<file path="src/rtl/care_pkg.sv">
// Shared definitions for the care-input path: action indices, FSM state
// encoding and the cursor advance helper.
package care_pkg;

  localparam int NUM_ACTIONS = 6;

  localparam logic [2:0] HUNGER    = 3'd0;
  localparam logic [2:0] HAPPINESS = 3'd1;
  localparam logic [2:0] HEALTH    = 3'd2;
  localparam logic [2:0] HYGIENE   = 3'd3;
  localparam logic [2:0] ENERGY    = 3'd4;
  localparam logic [2:0] SOCIAL    = 3'd5;

  typedef enum logic [1:0] {
    IDLE     = 2'd0,
    FIRE     = 2'd1,
    COOLDOWN = 2'd2
  } state_t;

  // Cursor wraps after the last action so it never reaches 6 or 7.
  function automatic logic [2:0] next_cursor(input logic [2:0] c);
    if (c >= 3'(NUM_ACTIONS - 1)) return 3'd0;
    else return c + 3'd1;
  endfunction

endpackage

</file>
<file path="src/rtl/care_input_debounce.sv">
// debounce: 2-flop synchronizer, stable-level debouncer and rising-edge
// detector for one raw button.
//   clk, rst_n : clock, async active-low reset
//   btn        : raw asynchronous active-high button
//   press      : one-cycle pulse on the debounced rising edge
module debounce #(
  parameter int DEBOUNCE_CYCLES = 270_000
) (
  input  logic clk,
  input  logic rst_n,
  input  logic btn,
  output logic press
);
  localparam int CW = (DEBOUNCE_CYCLES > 1) ? $clog2(DEBOUNCE_CYCLES) : 1;
  localparam logic [CW-1:0] TERM = CW'(DEBOUNCE_CYCLES - 1);

  logic [1:0]    sync;
  logic          level;
  logic          level_d;
  logic [CW-1:0] cnt;

  always_ff @(posedge clk or negedge rst_n) begin
    if (!rst_n) begin
      sync    <= '0;
      level   <= 1'b0;
      level_d <= 1'b0;
      cnt     <= '0;
      press   <= 1'b0;
    end else begin
      sync    <= {sync[0], btn};
      level_d <= level;
      // Registered edge pulse: keeps the path to the FSM short and fixes
      // the end-to-end latency at DEBOUNCE_CYCLES+4.
      press   <= level & ~level_d;
      // cnt tracks how many consecutive cycles the synced input has
      // disagreed with level; any agreement (bounce) restarts it.
      if (sync[1] == level) begin
        cnt <= '0;
      end else if (cnt == TERM) begin
        level <= sync[1];
        cnt   <= '0;
      end else begin
        cnt <= cnt + 1'b1;
      end
    end
  end

endmodule

</file>
<file path="src/rtl/care_input.sv">
// care_input: turns two raw buttons into care-action pulses for the stats
// stage. "next" moves a cursor over the six actions; "ok" fires the
// selected action once, followed by a lockout. Also supplies a free-running
// pseudo-random stat selector.
//   clk, rst_n : 27 MHz clock, async active-low reset
//   btn_next   : raw button, advances cursor
//   btn_ok     : raw button, fires cursor action
//   inputs     : one-hot single-cycle action pulse (bits 7:6 always 0)
//   random     : lfsr[2:0]
//   cursor     : selected action 0..5
//   busy       : high in FIRE and COOLDOWN
module care_input
  import care_pkg::*;
#(
  parameter int          DEBOUNCE_CYCLES = 270_000,
  parameter int          COOLDOWN_CYCLES = 13_500_000,
  parameter logic [15:0] LFSR_SEED       = 16'hACE1
) (
  input  logic       clk,
  input  logic       rst_n,
  input  logic       btn_next,
  input  logic       btn_ok,
  output logic [7:0] inputs,
  output logic [2:0] random,
  output logic [2:0] cursor,
  output logic       busy
);
  localparam int CW = (COOLDOWN_CYCLES > 1) ? $clog2(COOLDOWN_CYCLES) : 1;
  localparam logic [CW-1:0] CD_TERM = CW'(COOLDOWN_CYCLES - 1);

  logic          next_ev;
  logic          ok_ev;
  state_t        state;
  state_t        state_nx;
  logic [2:0]    action;
  logic [CW-1:0] cd_cnt;
  logic [15:0]   lfsr;

  debounce #(.DEBOUNCE_CYCLES(DEBOUNCE_CYCLES)) u_db_next (
    .clk(clk), .rst_n(rst_n), .btn(btn_next), .press(next_ev)
  );

  debounce #(.DEBOUNCE_CYCLES(DEBOUNCE_CYCLES)) u_db_ok (
    .clk(clk), .rst_n(rst_n), .btn(btn_ok), .press(ok_ev)
  );

  // Ok events outside IDLE simply fall through: nothing is queued.
  always_comb begin
    state_nx = state;
    case (state)
      IDLE:     if (ok_ev) state_nx = FIRE;
      FIRE:     state_nx = COOLDOWN;
      COOLDOWN: if (cd_cnt == CD_TERM) state_nx = IDLE;
      default:  state_nx = IDLE;
    endcase
  end

  always_ff @(posedge clk or negedge rst_n) begin
    if (!rst_n) begin
      state  <= IDLE;
      action <= 3'd0;
      cursor <= 3'd0;
      cd_cnt <= '0;
    end else begin
      state <= state_nx;
      // action samples the pre-advance cursor, so a simultaneous next
      // press moves the cursor without changing what fires.
      if (state == IDLE && ok_ev) action <= cursor;
      if (next_ev) cursor <= next_cursor(cursor);
      if (state == FIRE) cd_cnt <= '0;
      else if (state == COOLDOWN && cd_cnt != CD_TERM) cd_cnt <= cd_cnt + 1'b1;
    end
  end

  always_comb begin
    inputs = 8'h00;
    if (state == FIRE) inputs[action] = 1'b1;
  end

  assign busy = (state != IDLE);

  // Fibonacci LFSR, taps 16/14/13/11; the all-zero lockup state reloads
  // the seed.
  always_ff @(posedge clk or negedge rst_n) begin
    if (!rst_n) begin
      lfsr <= LFSR_SEED;
    end else if (lfsr == 16'h0000) begin
      lfsr <= LFSR_SEED;
    end else begin
      lfsr <= {lfsr[14:0], lfsr[15] ^ lfsr[13] ^ lfsr[12] ^ lfsr[10]};
    end
  end

  assign random = lfsr[2:0];

endmodule
</file>
<file path="config.mk">
export PLATFORM = sky130hd
export DESIGN_NAME = care_input
export DESIGN_NICKNAME = d
export VERILOG_FILES = /design/src/rtl/care_pkg.sv /design/src/rtl/care_input_debounce.sv /design/src/rtl/care_input.sv
export SDC_FILE = /design/constraint.sdc
export NUM_CORES = 1
export LEC_CHECK = 0
export ABC_AREA = 0
export CORE_MARGIN = 2
export CORE_UTILIZATION = 35
export CTS_BUF_LIST = sky130_fd_sc_hd__clkbuf_8
export DETAILED_ROUTE_END_ITERATION = 7
export DONT_BUFFER_PORTS = 1
export SYNTH_ARGS = -nofsm -noshare
export SYNTH_HDL_FRONTEND = slang
export SYNTH_SLANG_ARGS = --single-unit
</file>
<file path="constraint.sdc">
create_clock -name clk -period 2.5 [get_ports clk]
set_input_delay 0 -clock clk [delete_from_list [all_inputs] [get_ports clk]]
set_output_delay 0 -clock clk [all_outputs]
set_load 0.01 [all_outputs]
</file>
; ---- Yosys cells after proc, flatten, opt, wreduce, memory -nomap -nowiden
; Index checks and enable logic that the tools add are counted.
[word_totals]
input_bits = 4
elab_cells = 65
out_inout_bits = 15
register_bits = 96
[classes]
magnitude_cmp = 3
n_eq_ne = 10
reduce_logical = 10
addsub = 4
n_bitwise = 9
n_mux = 14
[op_table]
columns = op, count
row1 = two-way mux 19 bit, 4
row2 = two-way mux 24 bit, 2
row3 = adder 19 x 1 -> 19 bit (second input constant), 2
row4 = equality test 19 bit (second input constant), 2
row5 = adder 24 x 1 -> 24 bit (second input constant), 1
row6 = equality test 24 bit (second input constant), 1
row7 = inequality test 24 bit (second input constant), 1
row8 = logical NOT 16 bit, 1
row9 = two-way mux 16 bit, 1
row10 = two-way mux 8 bit, 1
row11 = case mux 2 bit (3 select lines), 1
row12 = AND reduction 2 bit, 3
row13 = < comparator 3 x 4 -> 1 bit (second input constant), 1
row14 = two-way mux 2 bit, 2
row15 = inverter 1 bit, 4
row16 = nonzero test 2 bit, 2
row17 = adder 3 x 1 -> 3 bit (second input constant), 1
row18 = demux 1 bit (select 3 bit), 1
row19 = >= comparator 3 x 1 -> 1 bit (second input constant), 1
row20 = >= comparator 3 bit (second input constant), 1
row21 = logical AND 1 bit, 3
row22 = two-way mux 3 bit, 1
row23 = bitwise XOR 1 bit, 3
row24 = bitwise AND 1 bit, 2
row25 = other kinds (7), 8

; ---- Longest topological paths before layout
[logic_depth]
depth_word = 5
depth_mapped = 7
mapped_depth_nobuf = 6

; ---- Cells and area by module
; A second synthesis with hierarchy kept.
[hier_totals]
hier_cells = 469
hier_area_um2 = 4775.8
[by_module_without_submodules]
columns = mod, cells_per_inst, seq_area_each_um2, instances, area_per_inst_um2
row1 = care_input, 263, 1211.2, 1, 2521.2
row2 = debounce, 103, 600.6, 2, 1127.3

; ---- Worst setup path before layout
; OpenSTA, ideal clock, no wires.
[synth_path]
kind = reg2reg
from = reg cd_cnt[0]
to = reg cd_cnt[22]
stages_incl_launch_ff = 7
path_buffers = 0
setup_time_ps = 122
arrival_time_ps = 1648
path_slack_ps = 731
t_required_ps = 2378
period_less_slack_ps = 1769
cell_sequence = dfrtp_1 -> ha_1 -> nand4_2 -> nor4_4 -> and2_1 -> nand3_1 -> a32o_1
[synth_between]
elab_chain_cells = 3
elab_cells_between_ends = 6
cone_classes = add/sub: 1 / eq/ne: 1 / mux: 2 / reduce/logical: 2
[synth_lines]
columns = element, line_no
row1 = start: declaration, care_input.sv:36  ; logic [CW-1:0] cd_cnt;
row2 = start signal: assignment, care_input.sv:71  ; else if (state == COOLDOWN && cd_cnt != CD_TERM) cd_cnt <= cd_cnt + 1'b1;
row3 = adder 24 x 1 -> 24 bit / inequality test 24 bit (equally long branches), care_input.sv:71
row4 = two-way mux 24 bit / logical AND 1 bit (equally long branches), care_input.sv:71
row5 = two-way mux 24 bit / nonzero test 2 bit (equally long branches), n/a
; Parallel ways exist; a longest one is shown, timed or not. The select of a mux whose other input is x is not followed.
; A chain may end at the register's enable or synchronous reset.

; ---- Worst setup path in the final report
[layout_path]
from = reg cd_cnt[0]
to = reg cd_cnt[20]
; Same word-level chain as after synthesis.

==> reports/metrics.csv <==
metric,value,unit
die_h,119,um
hold_class,in2reg,
finish.utilization,0.385,
worstSetupPathType,reg2reg,
first_pass_iters,5,
grt_max_degree,97,
top_layer_used,met4,
dp.cells,618,
met1Wirelength,4300,um
final_nets,466,
crit_path_max_incr_delay,470,ps
cts_tree,done,
slew_viol_final,0,
most-common-layout-cells,"dfrtp_1 (88), nor2_1 (59), nand2_1 (45)",
place_ws,467,ps
p_clk_frac,0.388,
core_area,13100,um^2
cp-start-kind,flop,
fin_ws,431,ps
cts.htree.levels,3,
yosys.area.top_type,dfrtp_1,
dieArea,14200,um^2
stdcell_area,5030,um^2
seq_power_share,0.588,
fillers,1280,
yosys_warnings,0,
power.density,531,nW/um^2
initial_utilization,0.356,
drive_gt1_frac,0.102,
cp_cell_sequence,ha_1 -> nand4_2 -> nor4_4 -> nand2_1 -> o311ai_1 -> o41ai_1,
portBuffers,0,
syn_nets,474,
max_cap_viol_count,0,
fmax,0.483,GHz
ioPinCount,19,
final_common_cell,dfrtp_1,
total_power,2.68,mW
dpl.hpwl,5790,um
via_count,3308,
r2r_cells,6,
synth_cell_type_count,60,
setup_violations,0,
syn-cell-area,4650,um^2
p_leak,2.12,nW
synthArstFlopShare,1.00,
dieWidth,119,um
ys_ff_latch,96,
track_usage,0.132,
wl_met3,368,um
row_count,42,
n_antenna_cell,0,
tightestPinTransition,705,ps
wl_met2,4200,um
fin_crit,2070,ps
synthCells,465,
intPower,2.05,mW
clkSinkCount,96,
grt_pass1_wl,15500,um
antenna_found_initial,0,
first_global_vias,3288,
report.final.hold_viol_count,0,
wl_per_cell,13.9,um
synth.avg_cell_area,10.0,um^2
relSlewSlack,0.526,
switching_power,0.623,mW
clkTransAtPathRegs,100,ps
area_growth,8.20,%
finalNonFillerCells,638,
clkLatencyLatePin,370,ps
cts_root_buffer,clkbuf_8,
place_area,4770,um^2
synth_edf_count,0,
ant_nets,0,
cts_resized,0,
slowest_stage,nor4_4,
routed_wl,8890,um
netlist_top_cells_area,"dfrtp_1 (47%), nor2_1 (4.8%), dfstp_2 (4.5%)",
cts-buffers-inserted,9,
synth_ff_type,dfrtp_1,
rsz0062_at_grt,false,
min_period_over_period,0.828,
critPathMaxFanout,7,
switching_share,0.233,
status,"complete, no violations",
avgViaCountPerCell,5.18,
skew,11.7,ps
gp_congestion,0.831,
cp.arrival,2320,ps
synth_top_area_share,0.473,
grt_overflow,0,
fin_hold_ws,182,ps
drt-initial-drc-count,285,
cp.required,2750,ps
multi_input_area,2060,um^2
ir_drop,240,uV
cp-end-kind,flop,
power_frac_comb,0.024,
drc,0,
setup_tns,0,ps
cts_max_path_buffers,2,
cts_setup_buffers,0,
seqCellArea,2410,um^2
worstHoldPathCells,1,
yosysSeqAreaShare,0.519,
[power by group through the flow]
stage | Sequential [mW] | Clock [mW] | Combinational [mW]
CTS | 1.57 | 1.08 | 0.0682
global route | 1.58 | 1.14 | 0.0758
detailed placement | 1.60 | 0 | 0.0270
finish | 1.57 | 1.04 | 0.0639
floorplan | 1.60 | 0 | 0.0240
global placement | 1.60 | 0 | 0.0261
[final cells by class]
class	instances	area share
repair buffers	9	0.0189
well taps	176	0.0437
flip-flops and latches	96	0.479
inverters	12	0.00895
clock inverters	7	0.0157
clock buffers	9	0.0246
multi-input cells	329	0.409
[worst max-delay path: cells and delay by family, from the launching register on]
family,cells,cell delay [ps]
flops,1,460
simple gates,3,820
compound gates,2,390
fa+ha+maj,1,280
[flip-flops by register name (all words and copies together), names as in the netlist, 2 cells and up]
signal,flops
u_db_ok.cnt,19
lfsr,16
cd_cnt,24
u_db_next.sync,2
cursor,3
u_db_ok.sync,2
action,3
state,2
u_db_next.cnt,19
[cells in the mapped netlist, types with 5 or more instances]
cell type  count
clkbuf_1      17
nand2b_1      11
a21oi_1        5
o21ai_0       13
nor4_1         8
buf_4          5
and3_1         8
xor2_1        24
nand4_1       21
dfrtp_1       88
xnor2_1       16
a32o_1         8
nand3_1       28
ha_1           5
dfstp_2        8
mux2_2         6
nor2_1        59
and4_1         5
nand2_1       45
nor3_1        12
inv_1         11
[cell families after synthesis]
| family | Yosys count | share of synthesized area |
|---|---|---|
| multiplexers | 7 | 0.0167 |
| AND/OR/NAND/NOR | 223 | 0.252 |
| flip-flops | 96 | 0.519 |
| adder cells (fa/ha/maj) | 5 | 0.0134 |
| AO/OA/AOI/OAI | 54 | 0.0847 |
| buffers and inverters | 40 | 0.0390 |
| XOR/XNOR | 40 | 0.0753 |
[layer usage]
layer  GRT usage  up-vias
li1            -     1611
met1       0.181     1641
met2       0.204       54
met3      0.0330        2
met4      0.0432        0
met5           0        -
[what timing repair did]
action,CTS,global route
hold endpoints to repair,98,0
endpoints found under the setup margin,0,0
hold buffers,4,0
[final timing paths]
check,start,end,slack [ps]
setup / recovery,cd_cnt[0],cd_cnt[20],430
hold / removal,btn_next,u_db_next.sync[0],180
setup reg to reg,cd_cnt[0],cd_cnt[20],430
hold reg to reg,u_db_ok.sync[0],u_db_ok.sync[1],360
max in group asynchronous,rst_n,lfsr[6],1890
min in group asynchronous,rst_n,cd_cnt[16],190
Note: power is estimated with default switching activity, not from simulation.
